## src/rtl/dc_step_scheduler_pkg.sv

```systemverilog
// dc_step_scheduler_pkg: shared types and defaults for the DC step scheduler.
// Holds the FSM state enum, default DEPTH/DWELL_W and the step-entry struct.
// The struct carries dwell at its widest supported size (MAX_DWELL_W); each
// instance stores and counts only DWELL_W bits of it.
package dc_step_scheduler_pkg;
    localparam int DEF_DEPTH   = 8;
    localparam int DEF_DWELL_W = 16;
    localparam int MAX_DWELL_W = 32;

    typedef enum logic [1:0] {IDLE, ARMED, RUN, DONE} state_t;

    typedef struct packed {
        logic signed [15:0]     level;
        logic [MAX_DWELL_W-1:0] dwell;
    } step_t;
endpackage

```

## src/rtl/dc_step_scheduler_if.sv

```systemverilog
// dc_step_scheduler_if: configuration, control and status bundle of the scheduler.
// master: table writes (cfg_*), sequence setup (last_idx, loop_en), control
//         (arm, trig, abort); reads level_out, step_idx, armed, busy, done, wr_err.
// slave:  the scheduler side of the same signals.
interface dc_step_scheduler_if
    import dc_step_scheduler_pkg::*;
#(
    parameter int DEPTH   = DEF_DEPTH,
    parameter int DWELL_W = DEF_DWELL_W
);
    localparam int AW = $clog2(DEPTH);

    logic               cfg_wr;
    logic [AW-1:0]      cfg_addr;
    logic signed [15:0] cfg_level;
    logic [DWELL_W-1:0] cfg_dwell;
    logic [AW-1:0]      last_idx;
    logic               loop_en;
    logic               arm;
    logic               trig;
    logic               abort;
    logic signed [15:0] level_out;
    logic [AW-1:0]      step_idx;
    logic               armed;
    logic               busy;
    logic               done;
    logic               wr_err;

    modport master (
        output cfg_wr, cfg_addr, cfg_level, cfg_dwell, last_idx, loop_en, arm, trig, abort,
        input  level_out, step_idx, armed, busy, done, wr_err
    );

    modport slave (
        input  cfg_wr, cfg_addr, cfg_level, cfg_dwell, last_idx, loop_en, arm, trig, abort,
        output level_out, step_idx, armed, busy, done, wr_err
    );
endinterface

```

## src/rtl/dc_step_scheduler_table.sv

```systemverilog
// dc_step_table: DEPTH x (16+DWELL_W) step register file.
// Ports: clk, reset (async, active low, clears every entry to {0,0}),
//        we/waddr/wdata one write port, raddr/rdata one asynchronous read port.
module dc_step_table
    import dc_step_scheduler_pkg::*;
#(
    parameter int DEPTH   = DEF_DEPTH,
    parameter int DWELL_W = DEF_DWELL_W
) (
    input  logic                     clk,
    input  logic                     reset,
    input  logic                     we,
    input  logic [$clog2(DEPTH)-1:0] waddr,
    input  step_t                    wdata,
    input  logic [$clog2(DEPTH)-1:0] raddr,
    output step_t                    rdata
);
    logic signed [15:0] lvl [DEPTH];
    logic [DWELL_W-1:0] dwl [DEPTH];
    logic               unused_wdata;

    // only DWELL_W dwell bits are stored; the struct's upper bits are zero padding
    assign unused_wdata = ^wdata.dwell;

    always_ff @(posedge clk or negedge reset) begin
        if (!reset) begin
            for (int i = 0; i < DEPTH; i++) begin
                lvl[i] <= '0;
                dwl[i] <= '0;
            end
        end else if (we) begin
            lvl[waddr] <= wdata.level;
            dwl[waddr] <= wdata.dwell[DWELL_W-1:0];
        end
    end

    assign rdata = '{level: lvl[raddr], dwell: MAX_DWELL_W'(dwl[raddr])};
endmodule

```

## src/rtl/dc_step_scheduler.sv

```systemverilog
// dc_step_scheduler: arm/trigger driven DC level sequencer over a step table.
// Ports: clk, reset (async, active low), s (dc_step_scheduler_if.slave):
//        table writes, last_idx/loop_en, arm/trig/abort in; registered
//        level_out, step_idx, armed/busy/done flags and wr_err pulse out.
module dc_step_scheduler
    import dc_step_scheduler_pkg::*;
#(
    parameter int DEPTH   = DEF_DEPTH,
    parameter int DWELL_W = DEF_DWELL_W
) (
    input logic              clk,
    input logic              reset,
    dc_step_scheduler_if.slave s
);
    localparam int AW = $clog2(DEPTH);

    state_t             state, state_d;
    logic               trig_q, trig_vld, trig_edge;
    logic               load, expire;
    logic [AW-1:0]      idx_q, nxt_idx, last_q;
    logic               loop_q;
    logic [DWELL_W-1:0] rem;
    logic signed [15:0] level_q;
    logic               armed_q, busy_q, done_q, wr_err_q;
    step_t              wr_ent, rd_ent;
    logic               unused_rd;

    // trig_vld masks the first cycle after reset so a trig already high is not an edge
    assign trig_edge = s.trig & ~trig_q & trig_vld;
    // rem counts the cycles left on the current entry; dwell 0 and 1 both expire at once
    assign expire    = rem <= DWELL_W'(1);
    // the table is only ever read for the entry about to be loaded
    assign nxt_idx   = (state == RUN && idx_q != last_q) ? idx_q + AW'(1) : '0;
    assign wr_ent    = '{level: s.cfg_level, dwell: MAX_DWELL_W'(s.cfg_dwell)};
    assign unused_rd = ^rd_ent.dwell;

    dc_step_table #(.DEPTH(DEPTH), .DWELL_W(DWELL_W)) u_table (
        .clk   (clk),
        .reset (reset),
        .we    (s.cfg_wr && state != RUN),
        .waddr (s.cfg_addr),
        .wdata (wr_ent),
        .raddr (nxt_idx),
        .rdata (rd_ent)
    );

    always_comb begin
        state_d = state;
        load    = 1'b0;
        case (state)
            IDLE, DONE: state_d = s.arm ? ARMED : state;
            ARMED: begin
                load    = trig_edge;
                state_d = trig_edge ? RUN : ARMED;
            end
            RUN: begin
                load    = expire && (idx_q != last_q || loop_q);
                state_d = (expire && !load) ? DONE : RUN;
            end
            default: state_d = IDLE;
        endcase
        if (s.abort) begin
            state_d = IDLE;
            load    = 1'b0;
        end
    end

    always_ff @(posedge clk or negedge reset) begin
        if (!reset) begin
            state    <= IDLE;
            trig_q   <= 1'b0;
            trig_vld <= 1'b0;
            idx_q    <= '0;
            last_q   <= '0;
            loop_q   <= 1'b0;
            rem      <= '0;
            level_q  <= '0;
            armed_q  <= 1'b0;
            busy_q   <= 1'b0;
            done_q   <= 1'b0;
            wr_err_q <= 1'b0;
        end else begin
            state    <= state_d;
            trig_q   <= s.trig;
            trig_vld <= 1'b1;
            armed_q  <= state_d == ARMED;
            busy_q   <= state_d == RUN;
            done_q   <= state_d == DONE;
            wr_err_q <= s.cfg_wr && state == RUN;
            // tracking while ARMED leaves the trig-edge cycle's values frozen for the run
            if (state == ARMED) begin
                last_q <= s.last_idx;
                loop_q <= s.loop_en;
            end
            if (load) begin
                idx_q   <= nxt_idx;
                level_q <= rd_ent.level;
                rem     <= rd_ent.dwell[DWELL_W-1:0];
            end else if (state == RUN && !expire) begin
                rem <= rem - DWELL_W'(1);
            end
        end
    end

    assign s.level_out = level_q;
    assign s.step_idx  = idx_q;
    assign s.armed     = armed_q;
    assign s.busy      = busy_q;
    assign s.done      = done_q;
    assign s.wr_err    = wr_err_q;
endmodule
```

## src/flat_wrapper.sv

```systemverilog
// flat-port wrapper written by rule: the top's interface ports become plain ports
module dc_step_scheduler_flat import dc_step_scheduler_pkg::*;
#(
    parameter int DEPTH   = DEF_DEPTH,
    parameter int DWELL_W = DEF_DWELL_W
)
  (clk, reset, s_cfg_wr, s_cfg_addr, s_cfg_level, s_cfg_dwell, s_last_idx, s_loop_en, s_arm, s_trig, s_abort, s_level_out, s_step_idx, s_armed, s_busy, s_done, s_wr_err);
  dc_step_scheduler_if #(.DEPTH(DEPTH), .DWELL_W(DWELL_W)) s_i ();
  input logic clk;
  input logic reset;
  input wire logic [$bits(s_i.cfg_wr)-1:0] s_cfg_wr;
  input wire logic [$bits(s_i.cfg_addr)-1:0] s_cfg_addr;
  input wire logic [$bits(s_i.cfg_level)-1:0] s_cfg_level;
  input wire logic [$bits(s_i.cfg_dwell)-1:0] s_cfg_dwell;
  input wire logic [$bits(s_i.last_idx)-1:0] s_last_idx;
  input wire logic [$bits(s_i.loop_en)-1:0] s_loop_en;
  input wire logic [$bits(s_i.arm)-1:0] s_arm;
  input wire logic [$bits(s_i.trig)-1:0] s_trig;
  input wire logic [$bits(s_i.abort)-1:0] s_abort;
  output wire logic [$bits(s_i.level_out)-1:0] s_level_out;
  output wire logic [$bits(s_i.step_idx)-1:0] s_step_idx;
  output wire logic [$bits(s_i.armed)-1:0] s_armed;
  output wire logic [$bits(s_i.busy)-1:0] s_busy;
  output wire logic [$bits(s_i.done)-1:0] s_done;
  output wire logic [$bits(s_i.wr_err)-1:0] s_wr_err;
  assign s_i.cfg_wr = s_cfg_wr;
  assign s_i.cfg_addr = s_cfg_addr;
  assign s_i.cfg_level = s_cfg_level;
  assign s_i.cfg_dwell = s_cfg_dwell;
  assign s_i.last_idx = s_last_idx;
  assign s_i.loop_en = s_loop_en;
  assign s_i.arm = s_arm;
  assign s_i.trig = s_trig;
  assign s_i.abort = s_abort;
  assign s_level_out = s_i.level_out;
  assign s_step_idx = s_i.step_idx;
  assign s_armed = s_i.armed;
  assign s_busy = s_i.busy;
  assign s_done = s_i.done;
  assign s_wr_err = s_i.wr_err;
  dc_step_scheduler #(.DEPTH(DEPTH), .DWELL_W(DWELL_W)) u_core (.clk(clk), .reset(reset), .s(s_i));
endmodule
```

## config.mk

```make
export PLATFORM = sky130hd
export DESIGN_NAME = dc_step_scheduler_flat
export DESIGN_NICKNAME = d
export VERILOG_FILES = /design/src/rtl/dc_step_scheduler_pkg.sv /design/src/rtl/dc_step_scheduler_if.sv /design/src/rtl/dc_step_scheduler_table.sv /design/src/rtl/dc_step_scheduler.sv /design/src/flat_wrapper.sv
export SDC_FILE = /design/constraint.sdc
export NUM_CORES = 1
export LEC_CHECK = 0
export ABC_AREA = 1
export CORE_MARGIN = 5
export CORE_UTILIZATION = 40
export CTS_BUF_LIST = sky130_fd_sc_hd__clkbuf_8
export CTS_CLUSTER_DIAMETER = 30
export DETAILED_ROUTE_END_ITERATION = 7
export PLACE_DENSITY = 0.63
export SETUP_SLACK_MARGIN = 0.05
export SLEW_MARGIN = 15
export SYNTH_ARGS = -nofsm -noshare
export SYNTH_HDL_FRONTEND = slang
export SYNTH_SLANG_ARGS = --single-unit
```

## constraint.sdc

```tcl
create_clock -name clk -period 2 [get_ports clk]
set_clock_uncertainty 0.1 [all_clocks]
set_input_delay 0.2 -clock clk [delete_from_list [all_inputs] [get_ports clk]]
set_output_delay 0.2 -clock clk [all_outputs]
set_load 0.05 [all_outputs]
```

==> results.sh <==
export IMPL_drt_iter0_drc=1060
export IMPL_netlist_instances=1742
export IMPL_viasPerCell=5.19
export IMPL_synth_cell_types=37
export IMPL_grt_max_degree=77
export IMPL_tightest_slew_ns=0.511
export IMPL_grt_pass1_vias=12500
export IMPL_fp_row_count=68
export IMPL_antenna_cells=0
export IMPL_yosys_warnings=0
export IMPL_crit_arrival_ns=2.61
export IMPL_relSlewSlack=0.661
export IMPL_layout_common_cells="nand2_1, dfrtp_1, o21ai_0"
export IMPL_maxSlewViolCount=0
export IMPL_antenna_found_initial=1
export IMPL_max_freq_mhz=461
export IMPL_ant_nets=0
export IMPL_drcViolationCount=0
export IMPL_required_ns=2.44
export IMPL_reg2reg_slack_ns=-0.17
export IMPL_worstSetupEndpointType="flop"
export IMPL_fp_dieH_um=197
export IMPL_period_needed_ns=2.17
export IMPL_timing_final_crit_share=1.09
export IMPL_clk_path_buf_depth=3
export IMPL_final_common_cell="nand2_1"
export IMPL_synthTopCellsByArea="dfrtp_1, nand2_1, o21ai_0, inv_1, nand3_1"
export IMPL_hold_viol=0
export IMPL_place_inst=2256
export IMPL_cts_root_buf="clkbuf_8"
export IMPL_vdd_drop_max_v=0.000802
export IMPL_postRouteWirelength_um=41800
export IMPL_cts_tree="yes"
export IMPL_dr_pass1_iters=5
export IMPL_hp_start="s_last_idx[2]"
export IMPL_placed_cell_area_um2=16000
export IMPL_final_cells=2422
export IMPL_routedWlPerCell_um=17.3
export IMPL_grt_pass1_wl_um=66800
export IMPL_netlist_top_cell_by_area="dfrtp_1"
export IMPL_clock_sinks=303
export IMPL_setup_viol=33
export IMPL_htreeDepth=3
export IMPL_clock_latency_ns=0.59
export IMPL_coreArea_um2=34500
export IMPL_vias=12600
export IMPL_start_kind="flop"
export IMPL_finalWorstSetupSlack_ns=-0.171
export IMPL_avgSynthCellArea_um2=8.05
export IMPL_whs_path_depth=3
export IMPL_final_util=0.542
export IMPL_start_util=0.406
export IMPL_status="complete, but fails checks"
export IMPL_p_leak_nw=9.20
export IMPL_dp_hpwl_um=24700
export IMPL_drive_above_1_share=0.192
export IMPL_die_w_um=197
export IMPL_r2r_cells=17
export IMPL_die_area_um2=38900
export IMPL_port_buffers=67
export IMPL_reg2reg_to="u_core.rem[1]"
export IMPL_syn_nets=1792
export IMPL_hold_path_class="input pin to flop"
export IMPL_synth_top_area_share=0.541
export IMPL_grt_overflow_total=0
export IMPL_globalplace_congestion=0.838
export IMPL_nNetsFinal=1961
export IMPL_ys_ff_latch=303
export IMPL_violations="setup timing"
export IMPL_path_max_fanout=7
export IMPL_area_delta_synth_final_pct=33.5
export IMPL_final_area_um2=18700
export IMPL_min_to="u_core.last_q[2]"
export IMPL_cts_buffers=73
export IMPL_crit_type="flop to flop"
export IMPL_clkTransAtPathRegs_ns=0.05
export IMPL_grtUsageTotal=0.213
export IMPL_rsz0062_at_grt="yes"
export IMPL_power_per_cell_area_nw_per_um2=1460
export IMPL_drv_cap=0
export IMPL_syn_area_um2=14000
export IMPL_r2r_start="u_core.rem[1]"
export IMPL_yosysSeqAreaShare=0.541
export IMPL_io_pins=68
flip-flops by register name, summed over array words and instances (netlist names):
name	count
u_core.s.step_idx	3
u_core.rem	16
u_core.s.wr_err	1
u_core.last_q	3
u_core.s.busy	1
u_core.state	2
u_core.loop_q	1
u_core.trig_q	1
u_core.s.level_out	16
u_core.s.done	1
u_core.u_table.lvl	128
u_core.trig_vld	1
u_core.s.armed	1
u_core.u_table.dwl	128
worst max-delay path by stage:
| stage | depth (start not counted) | from | to | slack [ns] |
|---|---|---|---|---|
| after global routing | 17 | u_core.rem[1] | u_core.rem[1] | -0.32 |
| after CTS | 16 | u_core.rem[0] | u_core.rem[15] | -0.05 |
| final | 17 | u_core.rem[1] | u_core.rem[1] | -0.17 |
| after floorplan | 14 | u_core.rem[0] | u_core.rem[13] | 0.06 |
| after detailed placement | 12 | u_core.rem[0] | u_core.rem[4] | -0.17 |
| after global placement | 12 | u_core.rem[0] | u_core.rem[4] | -0.14 |
worst max-delay path: stages (launching register included):
cell and delay (ns):
dfrtp_1 0.39, inv_2 0.12, ha_4 0.17, nand2_4 0.07, nor2_8 0.09, nand2_2 0.06, nand2_1 0.06, nand3_1 0.08
nand2_2 0.10, nand2_4 0.07, buf_6 0.13, nor2_4 0.11, buf_12 0.15, clkbuf_16 0.16, nand2_1 0.07, nand3_1 0.09
nand2_1 0.05, inv_1 0.04
report_power, final:
part / switching [mW] / leakage [nW] / internal, mW
registers: 1.12 / 3.77 / 8.23
logic: 5.73 / 4.52 / 3.49
clock network: 3.07 / 0.914 / 5.66
through the flow:
step	setup slack (ns)	TNS [ns]	power, mW	hold slack (ns)
6_report	-0.171	-3.30	27.3	0.0981
5_1_grt	-0.321	-7.61	29.0	0.104
4_1_cts	-0.0537	-0.482	27.0	0.0726
3_5_place_dp	-0.174	-5.34	18.0	0.00277
3_3_place_gp	-0.140	-2.42	17.8	0.00445
2_1_floorplan	0.0609	0	14.5	-0.196
area by class of cell:
cell class	instances	area (µm²)
Multi-Input combinational cell	1178	5890
Sequential cell	303	7590
Timing Repair Buffer	201	2330
Fill cell	3188	15800
Clock inverter	44	564
Tap cell	455	569
Clock buffer	87	1200
Inverter	154	591
cells by family (layout without fill, tap and decap cells):
kind of cell | count (synthesis) | count (layout) | synth area share
multiplexers | 1 | 1 | 0.000803
flip-flops | 303 | 303 | 0.541
XOR/XNOR | 11 | 11 | 0.00741
adder cells (fa/ha/maj) | 5 | 5 | 0.00446
AO/OA/AOI/OAI | 413 | 413 | 0.152
buffers and inverters | 261 | 486 | 0.0745
other | 1 | 1 | 0.000267
AND/OR/NAND/NOR | 747 | 747 | 0.220
metal layers:
layer | share of wire | vias up | global-route usage
li1 | - | 5993 | -
met2 | 0.46 | 417 | 0.333
met4 | 0.022 | 2 | 0.0686
met3 | 0.066 | 71 | 0.0452
met5 | 0.00031 | - | 0
met1 | 0.45 | 6087 | 0.298
synthesized netlist by cell type:
cell type  instances
nand2_1          506
ha_1               5
buf_1              4
mux2_2             1
inv_2              3
nor2_2             2
o211ai_1          14
buf_6              2
nand4_1           19
nand2_2            1
buf_2             22
nor4_1             1
clkinv_1           1
dfrtp_1          303
a21oi_1           36
o22ai_1           16
nor2_1           111
nor2_8             1
nor3_2             1
nand2_4            2
nand3_2            1
o21ai_1           34
or2_2              2
nor2_4             3
o31ai_1            1
buf_4              6
nand3_4            1
a211oi_1           1
conb_1             1
o21ai_0          311
nand3_1           88
inv_1            150
xnor2_2            1
nand3b_1           7
nor3_1             1
xor2_1            10
clkbuf_1          73
repair_timing:
item | CTS | global route
setup buffers | 15 | 11
cloned | 4 | 4
hold buffers | 3 | 0
hold endpoints to repair | 304 | 0
pin swaps | 10 | 35
gates resized for setup | 103 | 80
endpoints found under the setup margin | 235 | 148
(Power assumes the default switching activity.)
